**src/rtl/mux_sel_arbiter_pkg.sv**
```systemverilog
// Shared constants and state encoding for the mux32to1 select arbiter.
package mux_sel_arbiter_pkg;

   localparam int N_REQ  = 32;
   localparam int SEL_W  = 5;
   localparam int CNT_W  = 8;
   localparam int HOLD_W = 16;

   typedef enum logic [1:0] {
      ST_IDLE   = 2'd0,
      ST_SETTLE = 2'd1,
      ST_GRANT  = 2'd2
   } state_e;

endpackage

```
**src/rtl/mux_sel_arbiter_rr_pick.sv**
```systemverilog
// Round-robin picker: rotate by ptr, find lowest set bit, rotate back.
module rr_pick32
   import mux_sel_arbiter_pkg::*;
(
   input  logic [N_REQ-1:0] req,
   input  logic [SEL_W-1:0] ptr,
   output logic [SEL_W-1:0] idx,
   output logic             any
);

   logic [N_REQ-1:0] rot;
   logic [SEL_W-1:0] off;

   // A shift by 32 (ptr==0) yields zero, so no special case is needed.
   assign rot = (req >> ptr) | (req << (6'd32 - {1'b0, ptr}));

   always_comb begin
      off = '0;
      for (int i = N_REQ-1; i >= 0; i--) begin
         if (rot[i]) off = SEL_W'(i);
      end
   end

   assign idx = off + ptr;
   assign any = |req;

endmodule

```
**src/rtl/mux_sel_arbiter.sv**
```systemverilog
// Round-robin owner of the shared 32:1 mux select, with settle and hold timing.
module mux_sel_arbiter
   import mux_sel_arbiter_pkg::*;
#(
   parameter int SETTLE   = 2,
   parameter int MAX_HOLD = 0
)
(
   input  logic             clk,
   input  logic             rst_n,
   input  logic [N_REQ-1:0] req,
   input  logic             done,
   output logic [SEL_W-1:0] sel,
   output logic [N_REQ-1:0] grant,
   output logic             data_valid,
   output logic             busy,
   output logic             timeout
);

   state_e            state_q, state_d;
   logic [SEL_W-1:0]  sel_q, sel_d;
   logic [SEL_W-1:0]  ptr_q, ptr_d;
   logic [N_REQ-1:0]  grant_q, grant_d;
   logic [CNT_W-1:0]  cnt_q, cnt_d;
   logic [HOLD_W-1:0] hold_q, hold_d;
   logic              timeout_q, timeout_d;

   logic [SEL_W-1:0]  win;
   logic              any;
   logic              own_req;
   logic              hold_hit;

   rr_pick32 u_pick (
      .req (req),
      .ptr (ptr_q),
      .idx (win),
      .any (any)
   );

   assign own_req  = req[sel_q];
   assign hold_hit = (MAX_HOLD != 0) &&
                     (hold_q == HOLD_W'(MAX_HOLD - 1));

   always_comb begin
      state_d   = state_q;
      sel_d     = sel_q;
      ptr_d     = ptr_q;
      grant_d   = grant_q;
      cnt_d     = cnt_q;
      hold_d    = hold_q;
      timeout_d = 1'b0;
      unique case (state_q)
         ST_IDLE: begin
            if (any) begin
               sel_d   = win;
               grant_d = N_REQ'(1) << win;
               cnt_d   = CNT_W'(SETTLE);
               hold_d  = '0;
               state_d = (SETTLE > 0) ? ST_SETTLE : ST_GRANT;
            end
         end
         ST_SETTLE: begin
            if (!own_req) begin
               // Abort leaves ptr alone so the same winner stays first.
               state_d = ST_IDLE;
               grant_d = '0;
            end else begin
               cnt_d = cnt_q - CNT_W'(1);
               if (cnt_q <= CNT_W'(1)) state_d = ST_GRANT;
            end
         end
         ST_GRANT: begin
            hold_d = hold_q + HOLD_W'(1);
            if (done || !own_req || hold_hit) begin
               state_d   = ST_IDLE;
               grant_d   = '0;
               ptr_d     = sel_q + SEL_W'(1);
               timeout_d = hold_hit && !done && own_req;
            end
         end
         default: begin
            state_d = ST_IDLE;
            grant_d = '0;
         end
      endcase
   end

   always_ff @(posedge clk or negedge rst_n) begin
      if (!rst_n) begin
         state_q   <= ST_IDLE;
         sel_q     <= '0;
         ptr_q     <= '0;
         grant_q   <= '0;
         cnt_q     <= '0;
         hold_q    <= '0;
         timeout_q <= 1'b0;
      end else begin
         state_q   <= state_d;
         sel_q     <= sel_d;
         ptr_q     <= ptr_d;
         grant_q   <= grant_d;
         cnt_q     <= cnt_d;
         hold_q    <= hold_d;
         timeout_q <= timeout_d;
      end
   end

   assign sel        = sel_q;
   assign grant      = grant_q;
   assign data_valid = (state_q == ST_GRANT);
   assign busy       = (state_q != ST_IDLE);
   assign timeout    = timeout_q;

endmodule

```
**config.mk**
```make
export PLATFORM = sky130hd
export DESIGN_NAME = mux_sel_arbiter
export DESIGN_NICKNAME = d
export VERILOG_FILES = /design/src/rtl/mux_sel_arbiter_pkg.sv /design/src/rtl/mux_sel_arbiter_rr_pick.sv /design/src/rtl/mux_sel_arbiter.sv
export SDC_FILE = /design/constraint.sdc
export NUM_CORES = 1
export LEC_CHECK = 0
export ABC_AREA = 1
export CORE_ASPECT_RATIO = 0.7
export CORE_MARGIN = 2
export CORE_UTILIZATION = 50
export CTS_CLUSTER_DIAMETER = 100
export DETAILED_ROUTE_END_ITERATION = 16
export DONT_BUFFER_PORTS = 1
export PLACE_DENSITY = 0.71
export SLEW_MARGIN = 5
export SYNTH_ARGS = -nofsm -noshare
export SYNTH_HDL_FRONTEND = slang
export SYNTH_HIERARCHICAL = 1
export SYNTH_SLANG_ARGS = --single-unit
```
**constraint.sdc**
```tcl
create_clock -name clk -period 6.2 [get_ports clk]
set_input_delay 0 -clock clk [delete_from_list [all_inputs] [get_ports clk]]
set_output_delay 0 -clock clk [all_outputs]
set_load 0.005 [all_outputs]
```
==> reports/metrics.yaml <==
synth:
  syn-num-nets: 1208
  ys.flop_type: "dfrtp_1"
  yosys.area.top_type_share: 0.204
  ys_warn_count: 6
  seq_area_frac_synth: 0.188
  synth_area_leaders: "nand2_1 (20%), dfrtp_1 (19%), nand3_1 (13%)"
  syn_area_per_cell_um2: 5.96
  yosys.area.top_type: "nand2_1"
  synth_seq_cells: 52
  async_flop_share: 1.00
  postSynthCellCount: 1164
  synth-edff-count: 0
  synth_cell_type_count: 61
  netlist_area_um2: 6940
placed_design:
  gp_congestion: 1.03
  dp.final_hpwl_um: 20000
  io_buffers: 0
  dp.cells: 1294
critical_path:
  cp-endpoint: "grant[3]"
  crit_top_cell: "nand2_1"
  cp-start-kind: "flip-flop"
  worst_path_max_delay_cell: "fa_1"
  r2r-end: "grant[3]"
  worstPathMaxFanout: 29
  r2r-start: "ptr_q[1]"
  ff2ff_path_depth: 50
  crit_path_start: "ptr_q[1]"
  crit_type: "reg -> reg"
  endpoint_kind: "flip-flop"
  max_stage_delay_ns: 0.41
  r2r_slack_ns: 0.60
  critPathRequiredTime_ns: 6.40
  cp.arrival_ns: 5.79
finish:
  drive_gt1_frac: 0.0998
  n_antenna_cell: 0
  final_common_cell: "nand2_1"
  post-route-util: 0.530
  final_cells: 1307
  syn_to_final_growth_pct: 1.98
  layout_common_cells: "nand2_1 (376), nand3_1 (182), nor2_1 (111)"
  nets: 1165
cts:
  cts-root-buf: "clkbuf_16"
  cts_tree: "yes"
  numClockSinks: 52
  htreeDepth: 2
  clkTransAtPathRegs_ns: 0.08
  numCtsBuffers: 5
  insertion_delay_ns: 0.30
  cts_buffer_depth: 2
grt:
  antenna_found_initial: 0
  globalRouteOverflowTotal: 0
  grt_max_degree: 53
  grt_pass1_wl_um: 38900
  met3_usage: 0.130
  use_met1: 0.540
  grtUsageMet2: 0.449
  grt-busiest-layer: "met1"
  grt_use_total: 0.342
  grt_pass1_vias: 6826
route:
  vias: 7938
  wl_per_cell_um: 19.5
  first_pass_iters: 6
  routed_wl_um: 25400
  drc: 0
  postRouteAntennaNets: 0
  via_per_inst: 6.07
  drt_iter0_drc: 1114
floorplan:
  die_x_um: 145
  initial_core_util: 0.519
  boundaryPins: 75
  fp.coreArea_um2: 13400
  die_y_um: 103
  die_area_um2: 14800
  num_rows: 35
status:
  status: "finished clean"
sta:
  setup_viol: 0
  fin_crit_sh: 0.903
  fin_skew_ns: 0.0143
  fmax_mhz: 179
  report.final.slew_viol_count: 0
  finalHoldViolations: 0
  period_minus_slack_ns: 5.60
  slew-limit-headroom: 0.454
  worst_pin_slew_ns: 0.817
min_path:
  hold_path.class: "in -> reg"
run:
  cap_violations: 0
==> registers in the layout (all words and copies together) (netlist names) <==
signal	flops
grant	32
cnt_q	8
state_q	2
ptr_q	5
sel	5
==> per-layer routing <==
layer / up-vias / routed length (um)
met2: 511 / 9750
met3: 23 / 3780
met4: 0 / 159
met1: 3596 / 11800
met5: - / 0
li1: 3808 / -
==> repair_timing <==
item | CTS | global route
endpoints found under the hold margin | 52 | 0
buffers inserted | 0 | 2
setup endpoints to repair | 0 | 32
hold buffers | 2 | 0
resized for setup | 0 | 17
==> synth_stat cells (all sizes together) (5+ instances only) <==
library cell / number
or2: 5
o22ai: 8
buf: 46
o21a: 7
o211ai: 13
a221oi: 5
a211oi: 6
xor2: 9
nand2: 419
mux2i: 9
ha: 8
o21ai: 73
dfrtp: 52
nor2: 120
a21oi: 20
and2: 6
nand3: 189
nor4: 10
nand4: 21
clkbuf: 24
inv: 73
a31oi: 14
==> worst min path at each step <==
stage	from	to	slack [ns]	cells past startpoint
6_report	done	ptr_q[1]	0.04	4
5_1_grt	done	ptr_q[1]	0.07	4
4_1_cts	done	ptr_q[1]	0.03	4
3_5_place_dp	rst_n	grant[19]	-0.29	0
3_3_place_gp	rst_n	grant[19]	-0.29	0
2_1_floorplan	rst_n	cnt_q[0]	-0.30	0
==> critical path: cells and delay by family (launching register included) <==
kind	cells	cell delay, ns
simple gates	41	3.13
buf+inv	3	0.45
fa+ha+maj	2	0.59
xor+xnor	2	0.57
flops	1	0.38
compound gates	2	0.35
==> through the flow <==
step                hold slack, ns  setup TNS (ns)  instance area, um2  setup slack (ns)
global route                0.0703         -0.0378                7070           -0.0231
floorplan                   -0.296               0                6940             0.210
detailed placement          -0.295               0                6800             0.440
CTS                         0.0337               0                6980             0.409
finish                      0.0418               0                7070             0.604
global placement            -0.295               0                6800             0.476
==> logic make-up (layout without fill, tap and decap cells) <==
| kind of cell | Yosys count | in the layout | share of synthesized area |
|---|---|---|---|
| DFF | 52 | 52 | 0.188 |
| buffers and inverters | 143 | 100 | 0.111 |
| adders and majority gates | 9 | 9 | 0.0173 |
| muxes | 10 | 10 | 0.0146 |
| xor gates and xnor gates | 11 | 11 | 0.0161 |
| and+or+nand+nor | 774 | 775 | 0.507 |
| AOI/OAI and AO/OA | 164 | 164 | 0.145 |
| other | 1 | 1 | 0.000541 |
==> layout make-up <==
type | count | area, um2
fillers | 1390 | 6280
flip-flops and latches | 52 | 1300
clock inverters | 3 | 25.0
well taps | 185 | 231
repair buffers | 19 | 173
clock buffers | 5 | 125
multi-input cells | 970 | 4920
inverters | 73 | 297
Power is not shown: default switching activity piles up to over one toggle a cycle in this logic, so the estimate is an artifact.
